$ cat config.mk
export PLATFORM = sky130hd
export DESIGN_NAME = dmrl3_signal_monitor
export DESIGN_NICKNAME = d
export VERILOG_FILES = /design/src/rtl/dmrl3_signal_monitor.sv
export SDC_FILE = /design/constraint.sdc
export NUM_CORES = 1
export LEC_CHECK = 0
export ABC_AREA = 1
export CORE_ASPECT_RATIO = 1.2
export CORE_MARGIN = 2
export CORE_UTILIZATION = 50
export CTS_CLUSTER_DIAMETER = 40
export DETAILED_ROUTE_END_ITERATION = 12
export GPL_ROUTABILITY_DRIVEN = 0
export MAX_ROUTING_LAYER = met4
export PLACE_DENSITY = 0.74
export RECOVER_POWER = 100
export SLEW_MARGIN = 20
export SYNTH_ARGS = -nofsm -noshare
export SYNTH_HDL_FRONTEND = slang
export SYNTH_SLANG_ARGS = --single-unit
$ cat constraint.sdc
create_clock -name clk -period 2.1 [get_ports clk]
set_input_delay 0.42 -clock clk [delete_from_list [all_inputs] [get_ports clk]]
set_output_delay 0.42 -clock clk [all_outputs]
set_load 0.03 [all_outputs]
$ cat src/rtl/dmrl3_signal_monitor.sv
// Frame checker for the DMRL3 control-signal imitator: measures each sinhr-to-sinhr
// frame and publishes period, width, pulse counts, first-rise offsets and error flags.
module dmrl3_signal_monitor #(
  parameter int unsigned EXP_PERIOD     = 15001,
  parameter int unsigned PERIOD_TOL     = 2,
  parameter int unsigned EXP_SINHR_W    = 50,
  parameter int unsigned EXP_MOD_PULSES = 3,
  parameter int unsigned EXP_GEN_PULSES = 3,
  parameter int unsigned TIMEOUT        = 20000
) (
  input  logic        clk,
  input  logic        rst_n,
  input  logic        sinhr,
  input  logic        upr_mod,
  input  logic        upr_gen,
  output logic        frame_valid,
  output logic [15:0] period,
  output logic [15:0] sinhr_width,
  output logic [3:0]  mod_cnt,
  output logic [3:0]  gen_cnt,
  output logic [15:0] mod_first,
  output logic [15:0] gen_first,
  output logic        err_period,
  output logic        err_width,
  output logic        err_mod,
  output logic        err_gen,
  output logic        sync_lost,
  output logic [15:0] frame_num
);

  localparam int unsigned W  = 16;
  localparam int unsigned CW = 4;
  localparam logic [W-1:0]  NONE      = '1;
  localparam logic [CW-1:0] CNT_MAX   = '1;
  localparam logic [W-1:0]  PERIOD_HI = W'(EXP_PERIOD + PERIOD_TOL);
  localparam logic [W-1:0]  PERIOD_LO = W'(EXP_PERIOD - PERIOD_TOL);
  localparam logic [W-1:0]  TIMEOUT_W = W'(TIMEOUT);
  localparam logic [W-1:0]  EXP_W     = W'(EXP_SINHR_W);
  localparam logic [CW-1:0] EXP_MOD   = CW'(EXP_MOD_PULSES);
  localparam logic [CW-1:0] EXP_GEN   = CW'(EXP_GEN_PULSES);

  typedef enum logic {HUNT, MEASURE} state_t;

  state_t        state;
  logic          primed;
  logic          sinhr_d, mod_d, gen_d;
  logic [W-1:0]  ofs;
  logic [CW-1:0] acc_mod_cnt, acc_gen_cnt;
  logic [W-1:0]  acc_mod_first, acc_gen_first, acc_width;
  logic          width_seen;

  logic          sinhr_rise, sinhr_fall, mod_rise, gen_rise;
  logic [W-1:0]  ofs_inc, period_c;
  logic [CW-1:0] mod_cnt_inc, gen_cnt_inc;

  // primed masks edges in the first cycle after reset, so a level already high is not a rise
  assign sinhr_rise = primed & sinhr & ~sinhr_d;
  assign sinhr_fall = primed & ~sinhr & sinhr_d;
  assign mod_rise   = primed & upr_mod & ~mod_d;
  assign gen_rise   = primed & upr_gen & ~gen_d;

  assign ofs_inc     = (ofs == NONE) ? ofs : ofs + W'(1);
  assign period_c    = ofs + W'(1);
  assign mod_cnt_inc = (acc_mod_cnt == CNT_MAX) ? acc_mod_cnt : acc_mod_cnt + CW'(1);
  assign gen_cnt_inc = (acc_gen_cnt == CNT_MAX) ? acc_gen_cnt : acc_gen_cnt + CW'(1);

  always_ff @(posedge clk) begin
    if (!rst_n) begin
      state         <= HUNT;
      primed        <= 1'b0;
      sinhr_d       <= 1'b0;
      mod_d         <= 1'b0;
      gen_d         <= 1'b0;
      ofs           <= '0;
      acc_mod_cnt   <= '0;
      acc_gen_cnt   <= '0;
      acc_mod_first <= NONE;
      acc_gen_first <= NONE;
      acc_width     <= NONE;
      width_seen    <= 1'b0;
      frame_valid   <= 1'b0;
      period        <= '0;
      sinhr_width   <= '0;
      mod_cnt       <= '0;
      gen_cnt       <= '0;
      mod_first     <= NONE;
      gen_first     <= NONE;
      err_period    <= 1'b0;
      err_width     <= 1'b0;
      err_mod       <= 1'b0;
      err_gen       <= 1'b0;
      sync_lost     <= 1'b1;
      frame_num     <= '0;
    end else begin
      primed      <= 1'b1;
      sinhr_d     <= sinhr;
      mod_d       <= upr_mod;
      gen_d       <= upr_gen;
      frame_valid <= 1'b0;
      case (state)
        HUNT: begin
          if (sinhr_rise) begin
            state         <= MEASURE;
            ofs           <= W'(1);
            acc_mod_cnt   <= CW'(mod_rise);
            acc_gen_cnt   <= CW'(gen_rise);
            acc_mod_first <= mod_rise ? '0 : NONE;
            acc_gen_first <= gen_rise ? '0 : NONE;
            acc_width     <= NONE;
            width_seen    <= 1'b0;
          end else begin
            ofs           <= '0;
            acc_mod_cnt   <= '0;
            acc_gen_cnt   <= '0;
            acc_mod_first <= NONE;
            acc_gen_first <= NONE;
            acc_width     <= NONE;
            width_seen    <= 1'b0;
          end
        end
        MEASURE: begin
          if (sinhr_rise) begin
            // publish the closing frame and restart; coincident control rises open the new frame
            frame_valid   <= 1'b1;
            period        <= period_c;
            sinhr_width   <= acc_width;
            mod_cnt       <= acc_mod_cnt;
            gen_cnt       <= acc_gen_cnt;
            mod_first     <= acc_mod_first;
            gen_first     <= acc_gen_first;
            err_period    <= (period_c > PERIOD_HI) || (period_c < PERIOD_LO);
            err_width     <= (acc_width != EXP_W);
            err_mod       <= (acc_mod_cnt != EXP_MOD);
            err_gen       <= (acc_gen_cnt != EXP_GEN);
            sync_lost     <= 1'b0;
            frame_num     <= frame_num + W'(1);
            ofs           <= W'(1);
            acc_mod_cnt   <= CW'(mod_rise);
            acc_gen_cnt   <= CW'(gen_rise);
            acc_mod_first <= mod_rise ? '0 : NONE;
            acc_gen_first <= gen_rise ? '0 : NONE;
            acc_width     <= NONE;
            width_seen    <= 1'b0;
          end else if (ofs == TIMEOUT_W) begin
            state         <= HUNT;
            sync_lost     <= 1'b1;
            ofs           <= '0;
            acc_mod_cnt   <= '0;
            acc_gen_cnt   <= '0;
            acc_mod_first <= NONE;
            acc_gen_first <= NONE;
            acc_width     <= NONE;
            width_seen    <= 1'b0;
          end else begin
            ofs <= ofs_inc;
            if (mod_rise) begin
              if (acc_mod_cnt == '0) acc_mod_first <= ofs;
              acc_mod_cnt <= mod_cnt_inc;
            end
            if (gen_rise) begin
              if (acc_gen_cnt == '0) acc_gen_first <= ofs;
              acc_gen_cnt <= gen_cnt_inc;
            end
            if (sinhr_fall && !width_seen) begin
              acc_width  <= ofs;
              width_seen <= 1'b1;
            end
          end
        end
        default: state <= HUNT;
      endcase
    end
  end

endmodule

After elaboration in Yosys (flattened, before gate mapping)

Cells that the tools add are included.
Widths: inputs -> output; s select.

Add/subtract/negate cells: 4
Magnitude comparators: 2
Equal/unequal tests: 15
Muxes and demuxes: 46
Bitwise gates (word level): 13
Reductions and logical operators: 13

Operators with widths:

| kind                  | count |
|---|---|
| $mux 16               | 18 |
| $pmux 16 s2           | 4 |
| $add 16x1->16 const B | 2 |
| $mux 4                | 8 |
| $ne 4x1->1 const B    | 5 |
| $eq 16x15->1 const B  | 1 |
| $eq 16x16->1 const B  | 1 |
| $gt 16x14->1 const B  | 1 |
| $lt 16x14->1 const B  | 1 |
| $ne 16x6->1 const B   | 1 |
| $pmux 4 s2            | 2 |
| $reduce_and 2->1      | 7 |
| $mux 1                | 12 |
| $ne 4x3->1 const B    | 3 |
| $add 4x1->4 const B   | 2 |
| $and 1x1->1           | 8 |
| $eq 4x4->1 const B    | 2 |
| $logic_not 4->1       | 2 |
| $ne 4x2->1 const B    | 2 |
| $not 1->1             | 5 |
| $pmux 1 s2            | 2 |
| $reduce_bool 2->1     | 1 |
| $logic_and 1x1->1     | 1 |
| $logic_not 1->1       | 1 |
| $logic_or 1x1->1      | 1 |

Register bits after elaboration: 172
Input bits: 5
Output and inout port bits: 94
Word-level logic and storage cells: 118

Logic depth before layout (Yosys ltp)

Gate-level depths: netlist (run 1).

Depth after elaboration: 8
Mapped depth: 13
Gate-level depth less buffers: 13

Least setup slack after synthesis (run 1)

OpenSTA, ideal clock, no wires.

Path type: reg-to-reg
Start point: register frame_num[0]
End point: register frame_num[14]
Setup time: 0.110 ns
Arrival: 1.618 ns
Required time: 1.990 ns
Slack: 0.372 ns
Cell stages (with the launch flop): 13
Buffers on the path: 0
Clock period less this slack: 1.728 ns
Cells stage by stage: dfxtp_1 -> ha_1 -> nand3_1 -> nor2_2 -> nand2_1 -> inv_2 -> nand2_1 -> nor2_1 -> nand2_1 -> nor2_1 -> nand2_1 -> nand2_1 -> nor2_1

Cells in the longest elaborated chain, start to end: 1

Ends and longest elaborated chain:

| item                   | RTL line | RTL |
|---|---|---|
| from (decl)            | 28       | `output logic [15:0] frame_num` |
| from (signal assigned) | 136      | `frame_num <= frame_num + W'(1);` |
| $add 16x1->16          | 136      |  |

No other way between the ends.
A chain may end at the register's enable or synchronous reset.

Worst setup path after layout (run 1)

Start point: register frame_num[3]
End point: output frame_num[3]

No word-level cell between the ends.

==> key figures, run 1 <==
Critical path
  • WP data required: 1.68 ns
  • CP endpoint kind: output port
  • CP Max Fanout: 4
  • Crit path kind: reg2out
  • Crit path max-delay cell type: dlygate4sd3_1
  • Worst setup SP type: flip-flop
  • Crit-path cells: dlygate4sd3_1
  • Critical path depth: 1
  • Crit path from: frame_num[3]
  • Worst-case reg-to-reg path depth: 11
  • Top delay family on crit path: buffers and inverters
  • Worst EP arrival: around 1.6 ns
  • Buf/Inv on CP: 1
  • Slowest stage delay, CP: about 0.77 ns
  • Critical R2R Launch: ofs[0]

Drt
  • ANT nets after route: 0
  • Via Count: 6661
  • Met3 WL: 896 µm
  • WL final: between 15000 and 20000 µm
  • Post-route DRC: 0
  • DR pass1 iterations: 5
  • Vias per std cell: around 5.3
  • Violation count after the first detailed-route iteration: approximately 450
  • Uppermost layer routed: met4
  • Metal1 wirelength: ~8000 µm
  • Wire per inst: between 10 and 15 µm
  • Met2 wire length: just over 9000 µm

Synth
  • Share of the synthesized area in the top cell type: 0.480
  • Yosys cell types: 33
  • Yosys Warn Count: 0
  • Register area share after synthesis: 0.480
  • Ys async rst share: 0
  • Largest cells by area after synthesis: dfxtp_1 48%, nand2_1 11%, nand3_1 6.6%, a21oi_1 5.2%, inv_1 4.9%
  • Most used DFF post-synth: dfxtp_1
  • Synthesized flop and latch total: roughly 170
  • Largest area contributor in the netlist: dfxtp_1
  • Most used standard cell by instance count after synthesis: nand2_1
  • Post-synth EDFFs: 0
  • Synth Net Count: 967
  • Mapped Cells: 954
  • Syn avg cell area: between 7 and 8 µm²
  • Netlist Area Pre-Place: between 7000 and 8000 µm²
  • Commonest cells post-synth: 207 x nand2_1, 172 x dfxtp_1, 95 x nand3_1

CTS
  • H-tree Lvls: 4
  • CTS Sinks: between 150 and 200
  • Clk Tree Root Cell: clkbuf_16
  • CTS tree: done
  • Worst-path clk slew: 0.06 ns
  • Num CTS Buffers: 17
  • Clk buf depth: 2
  • Clk_lat worst skew: 0.43 ns

Die
  • Starting density of the core: 0.515
  • Die W: 113 µm
  • Row cnt: 47
  • Die area: 15300 µm²
  • I/O pins: 99
  • Die height: 135 µm
  • Core footprint: about 14000 µm²

Timing
  • Setup violations, final: 0
  • Worst slew pin tran: 1.34 ns
  • RSZ-0062 raised after global routing: false
  • Max Clock Skew: 0.00935 ns
  • Final count of pins violating max slew: 0
  • Rel. slew slack: 0.108
  • Peak Freq: ~500 MHz
  • Final Hold Fails: 0
  • Final period util: 0.962
  • Final min period: roughly 2 ns

Finish
  • Final cell count without fillers: roughly 1200
  • NumNets Final: between 1000 and 1500
  • Fillcell total: 1260
  • # diodes: 0
  • Share of cells above drive strength 1: 0.0753
  • Final instance area: roughly 9000 µm²
  • P&R area growth vs syn: 25.4%

GRT
  • Global route total overflow: 0
  • Largest net degree at the start of global routing: 70
  • Vias in the first global route: ~6000
  • First-pass GRT wire length: between 20000 and 30000 µm
  • GR Util All Layers: 0.246
  • Initial antenna violation count: 0

Place
  • DP Area: around 8500 µm²
  • HPWL after DPL: between 10000 and 15000 µm
  • Placed insts: between 1000 and 1500
  • # port buffers: between 90 and 100

Power
  • Leak: between 0.004 and 0.005 µW
  • Final Power: approximately 7100 µW
  • Maximum vdd drop: approximately 480 µV
  • Power Density: about 780 nW/µm²

Flow run
  • Max Cap Viol: 0

Run status
  • Status: finished clean

Min path
  • Hold Crit Depth: 2
  • Hold Startpoint: sinhr_width[15]
  • Worst hold path type: reg2reg
routing by layer:
layer | global-route usage | up-vias
met5 | - | -
li1 | - | 3405
met4 | 0.0874 | 0
met2 | 0.402 | 182
met1 | 0.302 | 3047
met3 | 0.0492 | 27
power by group:
part           switching (µW)  leakage [µW]  total (µW)  internal, µW
combinational             401       0.00239         605           204
clock                    1250      0.000276        3020          1770
sequential               61.9       0.00140        3440          3380
worst min-delay path: stages (launching register included):
cell	delay (ns)
dfxtp_1	0.30
nand2_1	0.06
a21oi_1	0.06
placed cells by master, fill, tap and decap left out, types with 4 or more instances in the layout:
master / count
inv_1: 92
dlygate4sd3_1: 91
clkbuf_16: 17
a21oi_1: 74
buf_4: 25
nor2_1: 94
dfxtp_1: 171
o21ai_0: 42
o2111ai_1: 10
nor3_1: 10
clkinv_2: 4
clkbuf_1: 10
ha_1: 8
nand2_1: 207
clkdlybuf4s50_1: 6
clkinv_1: 4
nand4_1: 30
nand3_1: 95
o211ai_1: 27
clkbuf_2: 4
nor4_1: 5
path summary, 6_finish.rpt:
path,to,slack (ns)
max,frame_num[3],0.08
min,sinhr_width[15],0.46
max reg2reg,acc_width[11],0.18
min reg2reg,sinhr_width[15],0.46
flip-flops by register name, summed over array words and instances (netlist names), 4 cells and up:
register / flops
acc_gen_cnt: 4
acc_gen_first: 16
acc_mod_cnt: 4
acc_mod_first: 16
acc_width: 16
frame_num: 16
gen_cnt: 4
gen_first: 16
mod_cnt: 4
mod_first: 16
ofs: 16
period: 16
sinhr_width: 16
cell type report:
cell class / instances / area, µm² / area share
Sequential cell: 172 / 3440 / 0.382
Tap cell: 171 / 214 / 0.0238
Timing Repair Buffer: 137 / 1240 / 0.138
Clock buffer: 20 / 447 / 0.0496
Inverter: 99 / 372 / 0.0413
Multi-Input combinational cell: 636 / 3160 / 0.351
Clock inverter: 11 / 121 / 0.0135
per-stage QoR:
stage	hold slack, ns	util	TNS (ns)	worst slack (ns)
after floorplan	0.429	-	0	0.372
after global placement	0.450	0.608	-0.0145	-0.0145
after detailed placement	0.449	0.608	-0.0648	-0.0489
after CTS	0.464	0.649	0	0.0800
after global routing	0.485	0.646	0	0.0299
final	0.462	0.646	0	0.0800
logic make-up after synthesis:
logic type               after synthesis  synth area share
XOR/XNOR                               4           0.00488
adder cells (fa/ha/maj)                8            0.0139
buffers and inverters                148            0.0829
AO/OA/AOI/OAI                        169             0.141
flip-flops                           172             0.480
AND/OR/NAND/NOR                      453             0.277
what timing repair did:
action	CTS	global route
hold endpoints to repair	0	0
hold buffers	0	0
resized for setup	0	3
endpoints found under the setup margin	0	39
setup buffers	0	0
Note: power is estimated with default switching activity, not from simulation.
==> run 2, diff against run 1 <==
SKIP_CTS_REPAIR_TIMING = 1   (was default)
==> results of run 2 <==
Same layout as run 1: the final DEF is identical, and so are final timing and power.
